==> config.mk <==
export PLATFORM = sky130hd
export DESIGN_NAME = p14_game_state
export DESIGN_NICKNAME = d
export VERILOG_FILES = /design/src/rtl/p14_game_pkg.sv /design/src/rtl/p14_lfsr8.sv /design/src/rtl/p14_game_state.sv
export SDC_FILE = /design/constraint.sdc
export NUM_CORES = 1
export LEC_CHECK = 0
export CORE_MARGIN = 4
export CORE_UTILIZATION = 55
export CTS_BUF_LIST = sky130_fd_sc_hd__clkbuf_4
export DETAILED_ROUTE_END_ITERATION = 8
export PLACE_DENSITY = 0.77
export SETUP_SLACK_MARGIN = 0.3
export SYNTH_ARGS = -nofsm -noshare
export SYNTH_HDL_FRONTEND = slang
export SYNTH_SLANG_ARGS = --single-unit
==> constraint.sdc <==
create_clock -name clock -period 10.3 [get_ports clock]
set_clock_uncertainty 0.2 [all_clocks]
set_input_delay 1.545 -clock clock [delete_from_list [all_inputs] [get_ports clock]]
set_output_delay 1.545 -clock clock [all_outputs]
set_load 0.02 [all_outputs]
==> src/rtl/p14_game_pkg.sv <==
// p14_game_pkg: shared FSM state type, screen/sprite geometry, reset values and row clamp helper
package p14_game_pkg;
  typedef enum logic [1:0] {S_IDLE, S_PLAY, S_DEAD} state_t;
  localparam int SCR_W      = 640;
  localparam int SCR_H      = 480;
  localparam int BIRD_H     = 50;
  localparam int BIRD_X0    = 51;
  localparam int BIRD_X1    = 99;
  localparam int PIPE_W     = 100;
  localparam int GAP_H      = 150;
  localparam int PIPE_START = 740;
  localparam int HOLE_MIN   = 40;
  localparam int BIRD_MIN   = BIRD_H;
  localparam int BIRD_MAX   = SCR_H - 1;
  localparam int OVL_LO     = BIRD_X0 + 1;
  localparam int OVL_HI     = BIRD_X1 + PIPE_W - 1;
  localparam logic [8:0] RST_BIRD  = 9'd240;
  localparam logic [8:0] RST_HOLE  = 9'd150;
  localparam logic [9:0] RST_PIPE  = 10'(PIPE_START);
  localparam logic [7:0] LFSR_SEED = 8'hA5;
  function automatic logic [8:0] clamp_row(logic signed [10:0] v);
    return v < 11'(BIRD_MIN) ? 9'(BIRD_MIN) : (v > 11'(BIRD_MAX) ? 9'(BIRD_MAX) : v[8:0]);
  endfunction
endpackage

==> src/rtl/p14_lfsr8.sv <==
// p14_lfsr8: free-running 8-bit Fibonacci LFSR, x^8+x^6+x^5+x^4+1
//   clock : system clock
//   reset : asynchronous active-low reset, loads SEED
//   q     : current LFSR value
module p14_lfsr8 #(
  parameter logic [7:0] SEED = 8'hA5
) (
  input  logic       clock,
  input  logic       reset,
  output logic [7:0] q
);
  logic [7:0] r_q;
  always_ff @(posedge clock or negedge reset)
    if (!reset) r_q <= SEED;
    else r_q <= {r_q[6:0], r_q[7] ^ r_q[5] ^ r_q[4] ^ r_q[3]};
  assign q = r_q;
endmodule

==> src/rtl/p14_game_state.sv <==
// p14_game_state: per-frame bird/pipe/score engine with IDLE/PLAY/DEAD game FSM
//   clock      : pixel clock
//   reset      : asynchronous active-low reset
//   frame_tick : one-cycle pulse per frame (vertical blank)
//   flap       : raw asynchronous pushbutton level
//   bird_pos   : bird bottom row (bird spans rows bird_pos-50..bird_pos-1)
//   hole_pos   : top row of the pipe gap (gap spans hole_pos..hole_pos+150)
//   pipe_pos   : pipe right edge (pipe spans columns pipe_pos-100..pipe_pos-1)
//   score      : pipes passed, saturating at 255
//   game_over  : high while dead
import p14_game_pkg::*;

module p14_game_state #(
  parameter int GRAVITY    = 1,
  parameter int FLAP_VEL   = -8,
  parameter int MAX_VEL    = 8,
  parameter int PIPE_SPEED = 2
) (
  input  logic       clock,
  input  logic       reset,
  input  logic       frame_tick,
  input  logic       flap,
  output logic [8:0] bird_pos,
  output logic [8:0] hole_pos,
  output logic [9:0] pipe_pos,
  output logic [7:0] score,
  output logic       game_over
);
  state_t            r_state;
  logic [2:0]        r_sync;
  logic              r_pend;
  logic signed [4:0] r_vel;
  logic [8:0]        r_bird;
  logic [8:0]        r_hole;
  logic [9:0]        r_pipe;
  logic [7:0]        r_score;
  logic              r_over;
  logic [7:0]         w_lfsr;
  logic               w_edge;
  logic signed [5:0]  w_vel_sum;
  logic signed [4:0]  w_vel_nxt;
  logic signed [10:0] w_bird_sum;
  logic [8:0]         w_bird_nxt;
  logic               w_wrap;
  logic [9:0]         w_pipe_nxt;
  logic [8:0]         w_hole_nxt;
  logic [7:0]         w_score_nxt;
  logic               w_ovl;
  logic               w_hit;

  p14_lfsr8 #(.SEED(LFSR_SEED)) u_lfsr (
    .clock (clock),
    .reset (reset),
    .q     (w_lfsr)
  );

  // r_sync[1:0] is the two-flop synchronizer, r_sync[2] the previous synced level
  assign w_edge = r_sync[1] & ~r_sync[2];

  always_ff @(posedge clock or negedge reset)
    if (!reset) begin
      r_sync <= '0;
      r_pend <= 1'b0;
    end else begin
      r_sync <= {r_sync[1:0], flap};
      // an edge landing on the tick cycle survives to the following tick
      r_pend <= w_edge | (r_pend & ~frame_tick);
    end

  // velocity sum kept one bit wider so the clamp sees the true value
  assign w_vel_sum  = 6'(r_vel) + 6'(GRAVITY);
  assign w_vel_nxt  = r_pend ? 5'(FLAP_VEL) : (w_vel_sum > 6'(MAX_VEL) ? 5'(MAX_VEL) : w_vel_sum[4:0]);
  assign w_bird_sum = $signed({2'b00, r_bird}) + 11'(w_vel_nxt);
  assign w_bird_nxt = clamp_row(w_bird_sum);

  assign w_wrap      = r_pipe <= 10'(PIPE_SPEED);
  assign w_pipe_nxt  = w_wrap ? 10'(PIPE_START) : r_pipe - 10'(PIPE_SPEED);
  assign w_hole_nxt  = w_wrap ? 9'(HOLE_MIN) + {1'b0, w_lfsr} : r_hole;
  assign w_score_nxt = (w_wrap && r_score != 8'hFF) ? r_score + 8'd1 : r_score;

  // collision is judged on the positions about to be committed
  assign w_ovl = w_pipe_nxt >= 10'(OVL_LO) && w_pipe_nxt <= 10'(OVL_HI);
  assign w_hit = w_bird_nxt == 9'(BIRD_MAX) || w_bird_nxt == 9'(BIRD_MIN) ||
                 (w_ovl && ((w_bird_nxt - 9'(BIRD_H)) < w_hole_nxt ||
                            {1'b0, w_bird_nxt} > {1'b0, w_hole_nxt} + 10'(GAP_H)));

  always_ff @(posedge clock or negedge reset)
    if (!reset) begin
      r_state <= S_IDLE;
      r_vel   <= '0;
      r_bird  <= RST_BIRD;
      r_hole  <= RST_HOLE;
      r_pipe  <= RST_PIPE;
      r_score <= '0;
      r_over  <= 1'b0;
    end else if (frame_tick) begin
      case (r_state)
        S_IDLE:
          if (r_pend) begin
            r_state <= S_PLAY;
            r_vel   <= 5'(FLAP_VEL);
          end
        S_PLAY: begin
          r_vel   <= w_vel_nxt;
          r_bird  <= w_bird_nxt;
          r_pipe  <= w_pipe_nxt;
          r_hole  <= w_hole_nxt;
          r_score <= w_score_nxt;
          if (w_hit) begin
            r_state <= S_DEAD;
            r_over  <= 1'b1;
          end
        end
        S_DEAD:
          if (r_pend) begin
            r_state <= S_IDLE;
            r_vel   <= '0;
            r_bird  <= RST_BIRD;
            r_hole  <= RST_HOLE;
            r_pipe  <= RST_PIPE;
            r_score <= '0;
            r_over  <= 1'b0;
          end
        default: r_state <= S_IDLE;
      endcase
    end

  assign bird_pos  = r_bird;
  assign hole_pos  = r_hole;
  assign pipe_pos  = r_pipe;
  assign score     = r_score;
  assign game_over = r_over;
endmodule

=== Word-level counts from Yosys, hierarchy flattened ===
Index checks and enable logic that the tools add are counted.
Widths: inputs -> output; s select.

* Flip-flop bits (word level): 56
* Latch bits: 0
* Bits in writable memories: 0
* Memory bits (read-only): 0
* Input port bits: 4
* Output and inout bits: 37
* Logic and storage cells: 81
* Memories: 0

* Add/subtract/negate cells: 7
* Multipliers: 0
* Divide/modulo/power cells: 0
* $lt $le $gt $ge: 8
* Equal/unequal tests: 9
* Shift-type cells: 0
* Mux-type cells: 25
* Bitwise gates (word level): 8
* Reductions and logical operators: 14

{| class="wikitable"
|+ Operator list
! kind !! count
|-
| $mux 9 || 5
|-
| $pmux 9 s2 || 2
|-
| $mux 10 || 2
|-
| $mux 5 || 4
|-
| $pmux 10 s2 || 1
|-
| $mux 8 || 2
|-
| $pmux 8 s2 || 1
|-
| $reduce_and 4->1 || 4
|-
| $pmux 5 s3 || 1
|-
| $add 10x5->11 || 1
|-
| $gt 11x10->1 const B || 1
|-
| $lt 11x7->1 const B || 1
|-
| $add 9x8->10 const B || 1
|-
| $ge 10x6->1 const B || 1
|-
| $gt 9x10->1 || 1
|-
| $le 10x2->1 const B || 1
|-
| $le 10x8->1 const B || 1
|-
| $sub 10x2->10 const B || 1
|-
| $add 6x8->9 const A || 1
|-
| $eq 9x6->1 const B || 1
|-
| $eq 9x9->1 const B || 1
|-
| $lt 9x9->1 || 1
|-
| $sub 9x6->9 const B || 1
|-
| $add 8x1->8 const B || 1
|-
| other kinds (20) || 34
|}

=== Logic depth before layout (Yosys ltp) ===
Gate-level depths: netlist of the first run.

* Depth after elaboration: 15
* Depth in mapped cells: 25
* Gate-level depth less buffers: 24

=== Modules after synthesis ===
From an unflattened synthesis of the first run, not the netlist that was laid out.

* Cell total of the unflattened synthesis: 515
* Area total of the unflattened synthesis: 4448.0 um^2

{| class="wikitable"
|+ Modules (own cells, without submodules)
! module !! instances !! cells an instance !! area each (um^2) !! seq. area each (um^2)
|-
| p14_game_state || 1 || 504 || 4216.5 || 1217.4
|-
| p14_lfsr8 || 1 || 11 || 231.5 || 205.2
|}

=== Worst setup path after synthesis of the first run ===
No wires, ideal clock.

* Path type: register to register
* From: register r_vel[0]
* To: register r_state[0]
* Setup time: 0.128 ns
* Arrival: 4.925 ns
* Required time: 9.972 ns
* Slack: 5.047 ns
* Cell stages (with the launch flop): 24
* Buffers on the path: 2
* Clock period less this slack: 5.253 ns
* Path through: dfrtp_1 -> ha_1 -> nand3_1 -> a21oi_1 -> inv_1 -> ha_1 -> clkbuf_1 -> and2_1 -> or3_1 -> nor4bb_1 -> nor3_2 -> o41a_1 -> a41o_1 -> buf_2 -> a211oi_2 -> xor2_1 -> ha_1 -> a21oi_1 -> o211ai_1 -> a31o_2 -> a31oi_1 -> a211oi_1 -> a21oi_2 -> mux2_1

* Word-level cells in the longest chain between the ends: 15
* Elaborated cells on any way between the ends: 20
* Classes of those cells: add/sub: 3; order compare: 5; eq/ne: 3; mux: 4; reduce/logical: 5

{| class="wikitable"
|+ RTL lines
! item !! line !! source
|-
| start, declared || p14_game_state.sv:32 || <nowiki>logic signed [4:0] r_vel;</nowiki>
|-
| start signal, assigned || p14_game_state.sv:101 || <nowiki>r_vel <= 5'(FLAP_VEL);</nowiki>
|-
| start signal, assigned || p14_game_state.sv:104 || <nowiki>r_vel <= w_vel_nxt;</nowiki>
|-
| $add 5x2->6 (*) || p14_game_state.sv:71 || <nowiki>assign w_vel_sum = 6'(r_vel) + 6'(GRAVITY);</nowiki>
|-
| $gt 6x5->1 || p14_game_state.sv:72 || <nowiki>assign w_vel_nxt = r_pend ? 5'(FLAP_VEL) : (w_vel_sum > 6'(MAX_VEL) ? 5'(MAX_VEL) : w_vel_sum[4:0]);</nowiki>
|-
| $mux 5 (*) (2 in series) || p14_game_state.sv:72 ||
|-
| $add 10x5->11 (*) || p14_game_state.sv:73 || <nowiki>assign w_bird_sum = $signed({2'b00, r_bird}) + 11'(w_vel_nxt);</nowiki>
|-
| $gt 11x10->1 || p14_game_pkg.sv:22 || <nowiki>return v < 11'(BIRD_MIN) ? 9'(BIRD_MIN) : (v > 11'(BIRD_MAX) ? 9'(BIRD_MAX) : v[8:0]);</nowiki>
|-
| $mux 9 || p14_game_pkg.sv:22 ||
|-
| $mux 9 (*) || p14_game_pkg.sv:22 ||
|-
| $sub 9x6->9 || p14_game_state.sv:84 || <nowiki>(w_ovl && ((w_bird_nxt - 9'(BIRD_H)) < w_hole_nxt ||</nowiki>
|-
| $lt 9x9->1 || p14_game_state.sv:84 ||
|-
| $logic_or 1x1->1 || p14_game_state.sv:84 ||
|-
| $logic_and 1x1->1 || p14_game_state.sv:84 ||
|-
| $logic_or 1x1->1 (*) || p14_game_state.sv:83 || <nowiki>assign w_hit = w_bird_nxt == 9'(BIRD_MAX) || w_bird_nxt == 9'(BIRD_MIN) ||</nowiki>
|-
| $ne 2x2->1 (no source line) (*) || n/a ||
|-
| $reduce_and 4->1 (no source line) (*) || n/a ||
|-
| end signal, assigned || p14_game_state.sv:89 || <nowiki>r_state <= S_IDLE;</nowiki>
|-
| end signal, assigned || p14_game_state.sv:100 || <nowiki>r_state <= S_PLAY;</nowiki>
|-
| end signal, assigned || p14_game_state.sv:110 || <nowiki>r_state <= S_DEAD;</nowiki>
|-
| end, declared || p14_game_state.sv:29 || <nowiki>state_t r_state;</nowiki>
|}

Every way passes the cells marked *; elsewhere a longest branch is shown, timed or not.
A chain may end at the register's enable or synchronous reset.

=== Worst setup path after layout of the first run ===
Same ends and word-level chain as after synthesis.

==> results.py, run 1 <==
metrics = {
    "run_status": {
        "status": "complete, no violations",
    },
    "timing": {
        "finalCriticalPeriod_ns": 6.31,
        "rsz0062_at_grt": "false",
        "slew_violations": 0,
        "fmax_mhz": 158,
        "setup_tns_ns": 0,
        "worstMarginPinSlew_ns": 0.873,
        "setup_viol_count_final": 0,
        "slew-limit-headroom": 0.416,
        "post-route-period-util": 0.613,
        "hold_viol": 0,
    },
    "cells_and_area": {
        "num-fill-cells": 683,
        "post-route-util": 0.637,
        "area_delta_synth_final_pct": 11.2,
        "fin_area_sq_um": 4970,
        "num_antenna_cells": 0,
        "drive_gt1_frac": 0.0881,
        "finalNonFillerCells": 647,
        "final_net_count": 585,
    },
    "route": {
        "avgViaCountPerCell": 6.11,
        "firstDrtPassIters": 6,
        "drt-initial-drc-count": 165,
        "wl_per_cell_um": 16.4,
        "vias": 3954,
        "route.detailed.drc": 0,
        "finalWirelength_um": 10600,
        "antenna_left": 0,
    },
    "global_routing": {
        "grt_pass1_wl_um": 17800,
        "antenna_found_initial": 0,
        "grt_overflow": 0,
        "grt_max_degree": 57,
        "grt_pass1_vias": 3669,
        "track_usage": 0.219,
    },
    "floorplan": {
        "io_pins": 41,
        "row_count": 32,
        "start_util": 0.573,
        "die_w_um": 98.2,
        "core_sq_um": 7810,
        "fp.dieH_um": 98.2,
        "design.die.area_sq_um": 9630,
    },
    "critical_path": {
        "crit_fanout": 15,
        "reg2reg_slack_ns": 3.99,
        "crit_family": "compound AO/OA/AOI/OAI gates",
        "path_cells": "ha_1, nand3_1, a21oi_1, inv_1, ha_1, a21o_1, a2111oi_1, a31oi_1, xnor2_1, a41o_1, nand2b_1, ha_1, and3_1, nand3_1, a211oi_1, o41a_1, nand3_1, a31oi_1, a211oi_1, a21oi_2, mux2_1",
        "rr_endpoint": "r_state[0]$_DFFE_PN0P_",
        "crit_path_max_incr_delay_ns": 0.57,
        "required_ns": 10.39,
        "crit_type": "flop to flop",
        "worstReg2RegStart": "r_vel[0]$_DFFE_PN0P_",
        "crit_path_end_kind": "flop",
        "crit_arrival_ns": 6.40,
        "start_kind": "flop",
        "ff2ff_path_depth": 21,
        "cp_slowest_cell": "a41o_1",
        "cp.buffers_inverters": 1,
    },
    "worst_hold_path": {
        "min_to": "r_sync[1]$_DFF_PN0_",
        "hold_class": "flop to flop",
        "hold_depth": 0,
        "hp-start": "r_sync[0]$_DFF_PN0_",
    },
    "clocking": {
        "root_buffer": "clkbuf_4",
        "hold_buffers": 0,
        "numClockSinks": 56,
        "htree_levels": 2,
        "clk_pin_slew_worst_paths_ns": 0.17,
        "clockBufferDepth": 2,
        "cts_tree": "yes",
        "cts_setup_buffers": 0,
        "ctsResizeCount": 0,
        "insertion_delay_ns": 0.38,
        "cts_buffers": 5,
    },
    "placement": {
        "dp_cells": 639,
        "io_buffers": 40,
        "gp_congestion": 0.883,
        "dp.final_hpwl_um": 7920,
        "dpl_cell_area_sq_um": 4910,
    },
    "yosys": {
        "synth_ff_type": "dfrtp_1",
        "synth.ff_latch_count": 56,
        "netlist_instances": 518,
        "ys_warn_count": 0,
        "avgSynthCellArea_sq_um": 8.63,
        "synth_edf_count": 0,
        "yosysSeqAreaShare": 0.318,
        "async_flop_share": 1.00,
        "syn-cell-area_sq_um": 4470,
        "synth.distinct_cells": 72,
        "syn_nets": 559,
    },
    "flow_run": {
        "maxCapViolCount": 0,
    },
}
cells by family (layout without fill, tap and decap cells):
kind of cell,after synthesis,after routing,synth area share
flops,56,56,0.318
mux,15,15,0.0353
xor+xnor,36,36,0.0722
fa+ha+maj,38,38,0.108
simple gates,183,183,0.203
compound gates,149,149,0.228
buf+inv,41,68,0.0358
synthesized netlist by cell type, drive strengths merged (4+ instances only):
master | number | area, sq um
dfstp | 17 | 447
a21o | 7 | 52.6
o211ai | 6 | 45.0
o22a | 7 | 61.3
and2 | 4 | 25.0
buf | 6 | 28.8
a22oi | 5 | 42.5
nand3 | 23 | 120
a31oi | 8 | 50.1
clkbuf | 16 | 60.1
nor2b | 10 | 62.6
nor2 | 47 | 176
ha | 36 | 450
xnor2 | 20 | 175
a211oi | 8 | 65.1
nand4 | 6 | 37.5
o21ai | 30 | 150
xor2 | 16 | 148
and3 | 6 | 37.5
o31ai | 10 | 80.1
dfrtp | 39 | 976
nand2b | 7 | 43.8
or3 | 5 | 31.3
inv | 19 | 71.3
nand2 | 50 | 188
nor3 | 12 | 76.3
mux2 | 6 | 67.6
a21oi | 37 | 193
mux2i | 9 | 90.1
per-layer routing:
metal / routed length [um] / global-route usage / up-vias
li1: - / - / 1950
met1: 5100 / 0.315 / 1904
met2: 5080 / 0.357 / 92
met3: 352 / 0.0293 / 8
met4: 93 / 0.0441 / 0
met5: 0 / 0 / -
cell usage in the layout, fill, tap and decap left out, types with 3 or more instances in the layout:
cell             synthesis  final
o211ai_1                 6      6
dfstp_2                 17     17
and3_1                   6      6
a22oi_1                  4      4
xor2_1                  15     15
a31oi_1                  8      8
o31ai_1                  9      9
nor2_1                  47     47
clkbuf_4                 0      6
or3_1                    5      5
inv_1                   19     19
a21oi_1                 35     35
clkdlybuf4s50_1          0     39
xnor2_1                 20     20
nor2b_1                 10     10
a211oi_1                 7      7
o21a_1                   3      3
nand2b_1                 7      7
a22o_1                   3      3
mux2_2                   4      4
nor3_1                  10     10
nand2_1                 50     50
dfrtp_1                 39     39
mux2i_1                  9      9
nor4_1                   3      3
ha_1                    36     36
nand4_1                  6      6
nand3_1                 22     22
a21o_1                   7      7
o22a_1                   7      7
o21ai_0                 28     28
and2_1                   4      4
final cells by class:
class                           count  area, sq um  share of cell area
Multi-Input combinational cell    421         2890               0.581
Clock inverter                      2         13.8             0.00277
Clock buffer                        6         45.0             0.00906
Sequential cell                    56         1420               0.286
Tap cell                          102          128              0.0257
Inverter                           19         71.3              0.0143
Timing Repair Buffer               41          403              0.0810
registers in the layout, indices dropped and copies added (netlist names):
name       count
game_over      1
score          8
bird_pos       9
u_lfsr.q       8
hole_pos       9
r_vel          5
r_pend         1
r_sync         3
pipe_pos      10
r_state        2
metrics by stage:
| step | setup slack [ns] | hold slack [ns] |
|---|---|---|
| 2_1_floorplan | 5.05 | 0.131 |
| 3_3_place_gp | 4.27 | 0.146 |
| 3_5_place_dp | 4.08 | 0.151 |
| 4_1_cts | 4.03 | 0.189 |
| 5_1_grt | 3.56 | 0.191 |
| 6_report | 3.99 | 0.185 |
worst max path at each step:
stage	slack (ns)	depth (start not counted)	to	startpoint
3_3_place_gp	4.27	21	r_state[1]$_DFFE_PN0P_	r_vel[0]$_DFFE_PN0P_
4_1_cts	4.03	21	r_state[1]$_DFFE_PN0P_	r_vel[0]$_DFFE_PN0P_
3_5_place_dp	4.08	21	r_state[1]$_DFFE_PN0P_	r_vel[0]$_DFFE_PN0P_
5_1_grt	3.56	21	r_state[0]$_DFFE_PN0P_	r_vel[0]$_DFFE_PN0P_
2_1_floorplan	5.05	23	r_state[0]$_DFFE_PN0P_	r_vel[0]$_DFFE_PN0P_
6_report	3.99	21	r_state[0]$_DFFE_PN0P_	r_vel[0]$_DFFE_PN0P_
Power of run 1 is left out: the tool's default activity adds up to more than one toggle a clock period on the data nets, which glitch-free logic cannot reach.
==> inputs of run 2 (changes only) <==
clock period = 6.54 ns   (was 10.3 ns; I/O delays follow)
==> run 2 against run 1 <==
- setup slack lost 3.3 ns
- count of clock-buffer cells in the layout is the same
- worst hold slack lost 0.014 ns
- design area grew 1.3%
- critical path type unchanged
- critical endpoint unchanged
- via count grew 0.40%
- fmax grew 7.0%
- flip-flop and latch count is the same
- utilization grew 0.85 points
- sequential share of layout area shrank 0.38 points
- first-iteration DRC count grew 35%
- final cell count grew 0.31%
- global-route usage grew 0.87 points
==> results.py, run 2 (synthesis results as in run 1) <==
metrics = {
    "cells_and_area": {
        "final_net_count": 587,
        "num_antenna_cells": 0,
        "multi_input_area_sq_um": 2910,
        "finalNonFillerCells": 649,
        "area_delta_synth_final_pct": 12.7,
        "drive_gt1_frac": 0.108,
        "largest_reg_flops": 10,
        "final_cell_mix": "nand2_1, nor2_1, dfrtp_1, clkdlybuf4s50_1, a21oi_1",
        "post-route-util": 0.645,
        "regArea_sq_um": 1420,
        "num-fill-cells": 684,
        "final_common_cell": "nand2_1",
    },
    "timing": {
        "slew_violations": 0,
        "setup_tns_ns": 0,
        "fmax_mhz": 169,
        "setup_viol_count_final": 0,
        "worstMarginPinSlew_ns": 0.918,
        "slew-limit-headroom": 0.386,
        "hold_ws_ns": 0.171,
        "hold_viol": 0,
        "post-route-period-util": 0.902,
        "finalCriticalPeriod_ns": 5.90,
        "rsz0062_at_grt": "false",
    },
    "route": {
        "wl_per_cell_um": 16.7,
        "avgViaCountPerCell": 6.12,
        "drt-initial-drc-count": 222,
        "finalWirelength_um": 10900,
        "route.detailed.drc": 0,
        "vias": 3970,
        "antenna_left": 0,
        "firstDrtPassIters": 4,
    },
    "clocking": {
        "root_buffer": "clkbuf_4",
        "cts_tree": "yes",
        "clk_pin_slew_worst_paths_ns": 0.16,
        "cts_setup_buffers": 0,
        "insertion_delay_ns": 0.39,
        "htree_levels": 2,
        "hold_buffers": 0,
        "cts_buffers": 5,
        "numClockSinks": 56,
        "clockBufferDepth": 2,
    },
    "global_routing": {
        "grt_pass1_wl_um": 18400,
        "grt_pass1_vias": 3777,
        "grt_max_degree": 57,
        "grt.busiest_layer": "met2",
        "use_met1": 0.316,
        "grt_overflow": 0,
        "antenna_found_initial": 0,
        "use_met3": 0.0336,
        "track_usage": 0.228,
        "grt_use_met2": 0.375,
    },
    "floorplan": {
        "fp.dieH_um": 98.2,
        "start_util": 0.573,
        "core_sq_um": 7810,
        "io_pins": 41,
        "design.die.area_sq_um": 9630,
        "die_w_um": 98.2,
        "row_count": 32,
    },
    "placement": {
        "dp.final_hpwl_um": 7980,
        "dp_cells": 641,
        "gp_congestion": 0.872,
        "io_buffers": 40,
    },
    "critical_path": {
        "crit_arrival_ns": 5.98,
        "start_kind": "flop",
        "crit_path_end_kind": "flop",
        "crit_fanout": 15,
        "crit_type": "flop to flop",
        "required_ns": 6.61,
    },
    "flow_run": {
        "maxCapViolCount": 0,
    },
    "worst_hold_path": {
        "hold_class": "flop to flop",
    },
    "run_status": {
        "status": "complete, no violations",
    },
}
==> run 2: through the flow <==
step	setup slack, ns	instance area [sq um]
after global placement	0.528	4930
final	0.639	5040
after detailed placement	0.372	4930
after floorplan	1.29	4470
after CTS	0.316	5010
after global routing	0.289	5040
==> run 2: worst max-delay path, stage by stage, from the launching register on <==
cell and delay, ns:
dfrtp_1 0.42, ha_1 0.27, nand3_1 0.12, a21oi_2 0.28, inv_2 0.15, ha_2 0.38, a21o_1 0.22, or3_1 0.38
nor4bb_1 0.38, nor3_2 0.16, o41a_1 0.14, a41o_2 0.38, nor2b_1 0.21, nand2_1 0.12, ha_1 0.34, and3_1 0.15
nand3_1 0.12, a211oi_1 0.26, o41a_1 0.19, nand3_1 0.10, a31oi_2 0.22, a211oi_2 0.07, a21oi_2 0.19, mux2_1 0.34
==> run 2: final timing paths <==
check,cells past startpoint,end,slack [ns],from
worst max register to register,23,r_state[0]$_DFFE_PN0P_,0.64,r_vel[0]$_DFFE_PN0P_
min in group asynchronous,2,hole_pos[8]$_DFFE_PN0P_,0.49,reset
worst min register to register,0,r_sync[1]$_DFF_PN0_,0.17,r_sync[0]$_DFF_PN0_
max in group asynchronous,2,r_vel[0]$_DFFE_PN0P_,5.14,reset
worst min-delay path,0,r_sync[1]$_DFF_PN0_,0.17,r_sync[0]$_DFF_PN0_
worst max-delay path,23,r_state[0]$_DFFE_PN0P_,0.64,r_vel[0]$_DFFE_PN0P_
==> run 2: layout make-up <==
type	count	share of cell area
inverter	19	0.0142
multi-input combinational	421	0.578
sequential	56	0.282
clock buffer	6	0.00894
timing repair buffer	43	0.0830
tap	102	0.0253
clock inverter	2	0.00770
==> run 2: layer usage <==
layer,share of wire,routed length (um)
met1,0.47,5120
met2,0.49,5280
met3,0.030,331
met4,0.013,140
met5,0,0
==> run 2: timing repair <==
| item | 4_1_cts | 5_1_grt |
|---|---|---|
| gates resized for setup | 0 | 9 |
| hold endpoints to repair | 0 | 0 |
| endpoints found under the setup margin | 0 | 3 |
Power of run 2 is left out for the same reason.
==> inputs of run 3 (changes only) <==
CORE_MARGIN = unset   (was 4)
GPL_TIMING_DRIVEN = 0   (was unset)
==> run 3 against run 2 <==
- critical path type unchanged
- flip-flop and latch count unchanged
- via count up 1.2%
- count of clock-buffer cells in the layout down 1
- setup slack got worse by 0.037 ns
- fmax shrank 0.62%
- non-clock buffer count is 21 higher
- critical path depth up 1
- worst hold slack better by 0.0011 ns
- die area is 12% lower
- first-iteration DRC count is 29% higher
==> results.py, run 3 (synthesis results as in run 1) <==
metrics = {
    "critical_path": {
        "crit_fanout": 8,
        "required_ns": 6.63,
        "crit_type": "flop to flop",
        "start_kind": "flop",
        "crit_path_end_kind": "flop",
        "crit_arrival_ns": 6.03,
    },
    "timing": {
        "rsz0062_at_grt": "false",
        "setup_viol_count_final": 0,
        "slew-limit-headroom": 0.389,
        "setup_tns_ns": 0,
        "hold_viol": 0,
        "slew_violations": 0,
        "finalCriticalPeriod_ns": 5.94,
        "fmax_mhz": 168,
        "post-route-period-util": 0.908,
        "worstMarginPinSlew_ns": 0.913,
    },
    "clocking": {
        "cts_tree": "yes",
        "htree_levels": 2,
        "clk_pin_slew_worst_paths_ns": 0.17,
        "insertion_delay_ns": 0.38,
        "numClockSinks": 56,
        "hold_buffers": 0,
        "clockBufferDepth": 2,
        "cts_buffers": 5,
        "root_buffer": "clkbuf_4",
    },
    "floorplan": {
        "core_sq_um": 7810,
        "start_util": 0.573,
        "fp.dieH_um": 92.2,
        "row_count": 32,
        "design.die.area_sq_um": 8490,
        "io_pins": 41,
        "die_w_um": 92.2,
    },
    "route": {
        "wl_per_cell_um": 16.3,
        "avgViaCountPerCell": 5.99,
        "finalWirelength_um": 10900,
        "vias": 4016,
        "route.detailed.drc": 0,
        "antenna_left": 0,
        "drt-initial-drc-count": 287,
        "firstDrtPassIters": 6,
    },
    "global_routing": {
        "grt_pass1_vias": 3810,
        "antenna_found_initial": 0,
        "grt_max_degree": 35,
        "grt_pass1_wl_um": 18500,
        "track_usage": 0.271,
        "grt_overflow": 0,
    },
    "cells_and_area": {
        "final_net_count": 608,
        "largest_reg_flops": 10,
        "final_cell_mix": "nand2_1, nor2_1, dfrtp_1, clkdlybuf4s50_1, ha_1",
        "num_antenna_cells": 0,
        "fin_area_sq_um": 5190,
        "drive_gt1_frac": 0.113,
        "final_common_cell": "nand2_1",
        "area_delta_synth_final_pct": 16.0,
    },
    "worst_hold_path": {
        "hold_class": "flop to flop",
    },
    "placement": {
        "gp_congestion": 0.889,
        "dpl_cell_area_sq_um": 5020,
        "io_buffers": 40,
        "dp.final_hpwl_um": 8190,
    },
    "run_status": {
        "status": "complete, no violations",
    },
    "flow_run": {
        "maxCapViolCount": 0,
    },
}
==> run 3: cell types whose count changed in the layout (fill, tap and decap cells not counted), sizes merged <==
cell	previous run	this run
buf	4	9
clkbuf	6	21
clkinv	0	1
==> run 3: stage by stage <==
stage           util  cells  setup slack, ns  hold slack, ns
2_1_floorplan      -    518             1.29           0.131
3_3_place_gp   0.640    660            0.358           0.135
3_5_place_dp   0.643    661            0.298           0.138
4_1_cts        0.654    669            0.306           0.177
5_1_grt        0.664    670            0.312           0.183
6_report       0.664    670            0.602           0.172
==> run 3: path summary, 6_finish.rpt <==
path,from,endpoint,slack (ns),depth (start not counted)
max,r_vel[0]$_DFFE_PN0P_,r_state[0]$_DFFE_PN0P_,0.60,24
min,r_sync[0]$_DFF_PN0_,r_sync[1]$_DFF_PN0_,0.17,0
max reg2reg,r_vel[0]$_DFFE_PN0P_,r_state[0]$_DFFE_PN0P_,0.60,24
min reg2reg,r_sync[0]$_DFF_PN0_,r_sync[1]$_DFF_PN0_,0.17,0
max in group asynchronous,reset,pipe_pos[6]$_DFFE_PN1P_,4.99,2
min in group asynchronous,reset,r_vel[2]$_DFFE_PN0P_,0.46,1
==> run 3: area by class of cell <==
class / count / area [sq um]
Multi-Input combinational cell: 421 / 2960
Clock buffer: 5 / 37.5
Clock inverter: 3 / 46.3
Buffer: 22 / 88.8
Tap cell: 102 / 128
Inverter: 19 / 71.3
Timing Repair Buffer: 42 / 430
Fill cell: 686 / 2620
Sequential cell: 56 / 1420
==> run 3: metal layers <==
layer  GRT usage  share of wire  up-vias
met3      0.0406          0.050       22
met1       0.370           0.45     1891
met2       0.442           0.48      109
met5           0              0        -
met4      0.0872          0.021        0
li1            -              -     1994
==> run 3: timing repair <==
action,4_1_cts,5_1_grt
gates resized for setup,1,12
setup endpoints to repair,2,3
endpoints found under the hold margin,0,0
buffers inserted,0,1
==> run 3: critical path: stages (launching register included) <==
cell and delay, ns:
dfrtp_1 0.45, ha_2 0.25, nand3_1 0.13, a21oi_4 0.25, inv_2 0.15, ha_1 0.30
clkbuf_1 0.22, and2_1 0.26, or3_1 0.39, nor4bb_4 0.33, nor3_4 0.11, o41a_1 0.13
a41o_1 0.30, nor2b_1 0.21, nand2_1 0.12, ha_1 0.33, and3_1 0.15, nand3_1 0.11
a211oi_1 0.25, o41a_1 0.19, nand3_1 0.10, a31oi_2 0.28, a211oi_2 0.09, a21oi_2 0.20
mux2_1 0.34
Power of run 3 is left out for the same reason.
==> RTL change (settings of run 3) <==
Register the inputs `frame_tick` and `flap` before use, without a reset. The logic sees them one clock later. Comments in the files are not updated.
--- a/src/rtl/p14_game_state.sv
+++ b/src/rtl/p14_game_state.sv
@@ -28,2 +28,11 @@
 );
+
+  logic frame_tick_q;
+  logic flap_q;
+
+  always_ff @(posedge clock) begin
+      frame_tick_q <= frame_tick;
+      flap_q       <= flap;
+  end
+
   state_t            r_state;
@@ -64,5 +73,5 @@
     end else begin
-      r_sync <= {r_sync[1:0], flap};
+      r_sync <= {r_sync[1:0], flap_q};
       // an edge landing on the tick cycle survives to the following tick
-      r_pend <= w_edge | (r_pend & ~frame_tick);
+      r_pend <= w_edge | (r_pend & ~frame_tick_q);
     end
@@ -95,3 +104,3 @@
       r_over  <= 1'b0;
-    end else if (frame_tick) begin
+    end else if (frame_tick_q) begin
       case (r_state)
Check against the original RTL: not equivalent (a bounded check fails within 10 cycles, from zero or initial values and one cycle with reset low).
==> RTL change against run 3 <==
Maximum frequency grew 0.57%; setup slack gained 0.034 ns; non-clock buffer count shrank 1; design area grew 1.0%; sequential cell count grew 2; area after synthesis grew 0.90%; routed wire length grew 1.2%; critical path type unchanged; critical endpoint is now r_state[1].
Power is not shown: default switching activity piles up to over one toggle a cycle in this logic, so the estimate is an artifact.
==> RTL change: results (changes against run 3) <==
status finished clean (unchanged); FILL cells 678 (was 686); Seq/Total Area, Yosys 0.3243 (was 0.3182); GPL Wtd Cong 0.8838 (was 0.8888); first-pass GRT wire length 18410 um (was 18520 um); CTS buffer count 9 (was 5); largest net degree at the start of global routing 34 (was 35); routed length on met3 424 um (was 545 um); HP Class reg2reg (unchanged); crit path max fanout 10 (was 8); M1 GR Usage 0.3653 (was 0.3702); most area-consuming cells after synthesis dfrtp_1 (22%), ha_1 (10%), dfstp_2 (9.9%) (was dfrtp_1 (22%), ha_1 (10%), dfstp_2 (10%)); clock-pin transition on the worst setup and hold timing paths 0.12 ns (was 0.17 ns); wl on met1 5125 um (was 4857 um); H-tree level count 3 (was 2); Post-DP HPWL 8117 um (was 8188 um); met3 Use GR 0.04762 (was 0.04063); slew margin rel. 0.4573 (was 0.3890); number of global-route vias before repair 3824 (was 3810); hold wc startpoint flap_q (was r_sync[0]); worst r2r path cells 23 (was 24); Pre-antenna DRT Iters 4 (was 6); Post-Route WL 11030 um (was 10900 um); layout cell share with drive strength beyond 1 0.1127 (about the same); Worst path max stage delay 0.43 ns (was 0.45 ns); met2 routed WL 5247 um (was 5263 um); Netlist cell types 73 (was 72); ys async rst share 0.9655 (was 1.000); post-DR vias/cell 5.991 (was 5.994); Mapped Nets 561 (was 559); critical path's top delay family compound AO/OA/AOI/OAI gates (was simple AND/OR/NAND/NOR gates); GRT Total Usage 0.2732 (was 0.2714); Clock Latency Late Sink 0.43 ns (was 0.38 ns)
[RTL change: cell count changes in the layout (fill, tap and decap cells not counted), sizes merged]
cell and delta:
buf -1, bufinv +1, clkbuf +4, clkinv +3, clkinvlp +1, dfxtp +2, inv -1
[RTL change: repair_timing]
item / CTS / global route
endpoints found under the hold margin: 0 / 0
resized for setup: 1 / 6
endpoints found under the setup margin: 2 / 3
[RTL change: cell families (layout without fill, tap and decap cells)]
kind of cell,after synthesis,in the layout,share of synthesized area
fa+ha+maj,38,38,0.1068
simple gates,183,183,0.2008
mux,15,15,0.03495
xor+xnor,36,36,0.07157
flops,58,58,0.3243
buf+inv,41,98,0.03551
compound gates,149,149,0.2261
[RTL change: through the flow]
step	cell area [um2]	hold WS, ns	util	instances	setup WS, ns
floorplan	4511	0.1163	-	520	1.287
global placement	5039	0.1173	0.6421	662	0.3981
detailed placement	5054	0.1202	0.6440	663	0.2761
CTS	5220	0.1348	0.6652	679	0.3306
global route	5240	0.1275	0.6677	679	0.3823
finish	5240	0.1342	0.6677	679	0.6357
[RTL change: layout make-up]
cell class	count	area, um2	share of cell area
Timing Repair Buffer	41	415.4	0.07927
Clock inverter	7	93.84	0.01791
Tap cell	102	127.6	0.02436
Multi-Input combinational cell	421	2912	0.5556
Buffer	22	90.09	0.01719
Inverter	19	71.32	0.01361
Clock buffer	9	67.56	0.01289
Sequential cell	58	1463	0.2791
[RTL change: path summary, 6_finish.rpt]
kind	end	slack, ns
setup / recovery	r_state[1]	0.64
hold / removal	r_sync[0]	0.13
setup reg to reg	r_state[1]	0.64
hold reg to reg	r_sync[0]	0.13
max in group asynchronous	hole_pos[2]	5.02
min in group asynchronous	r_pend	0.42
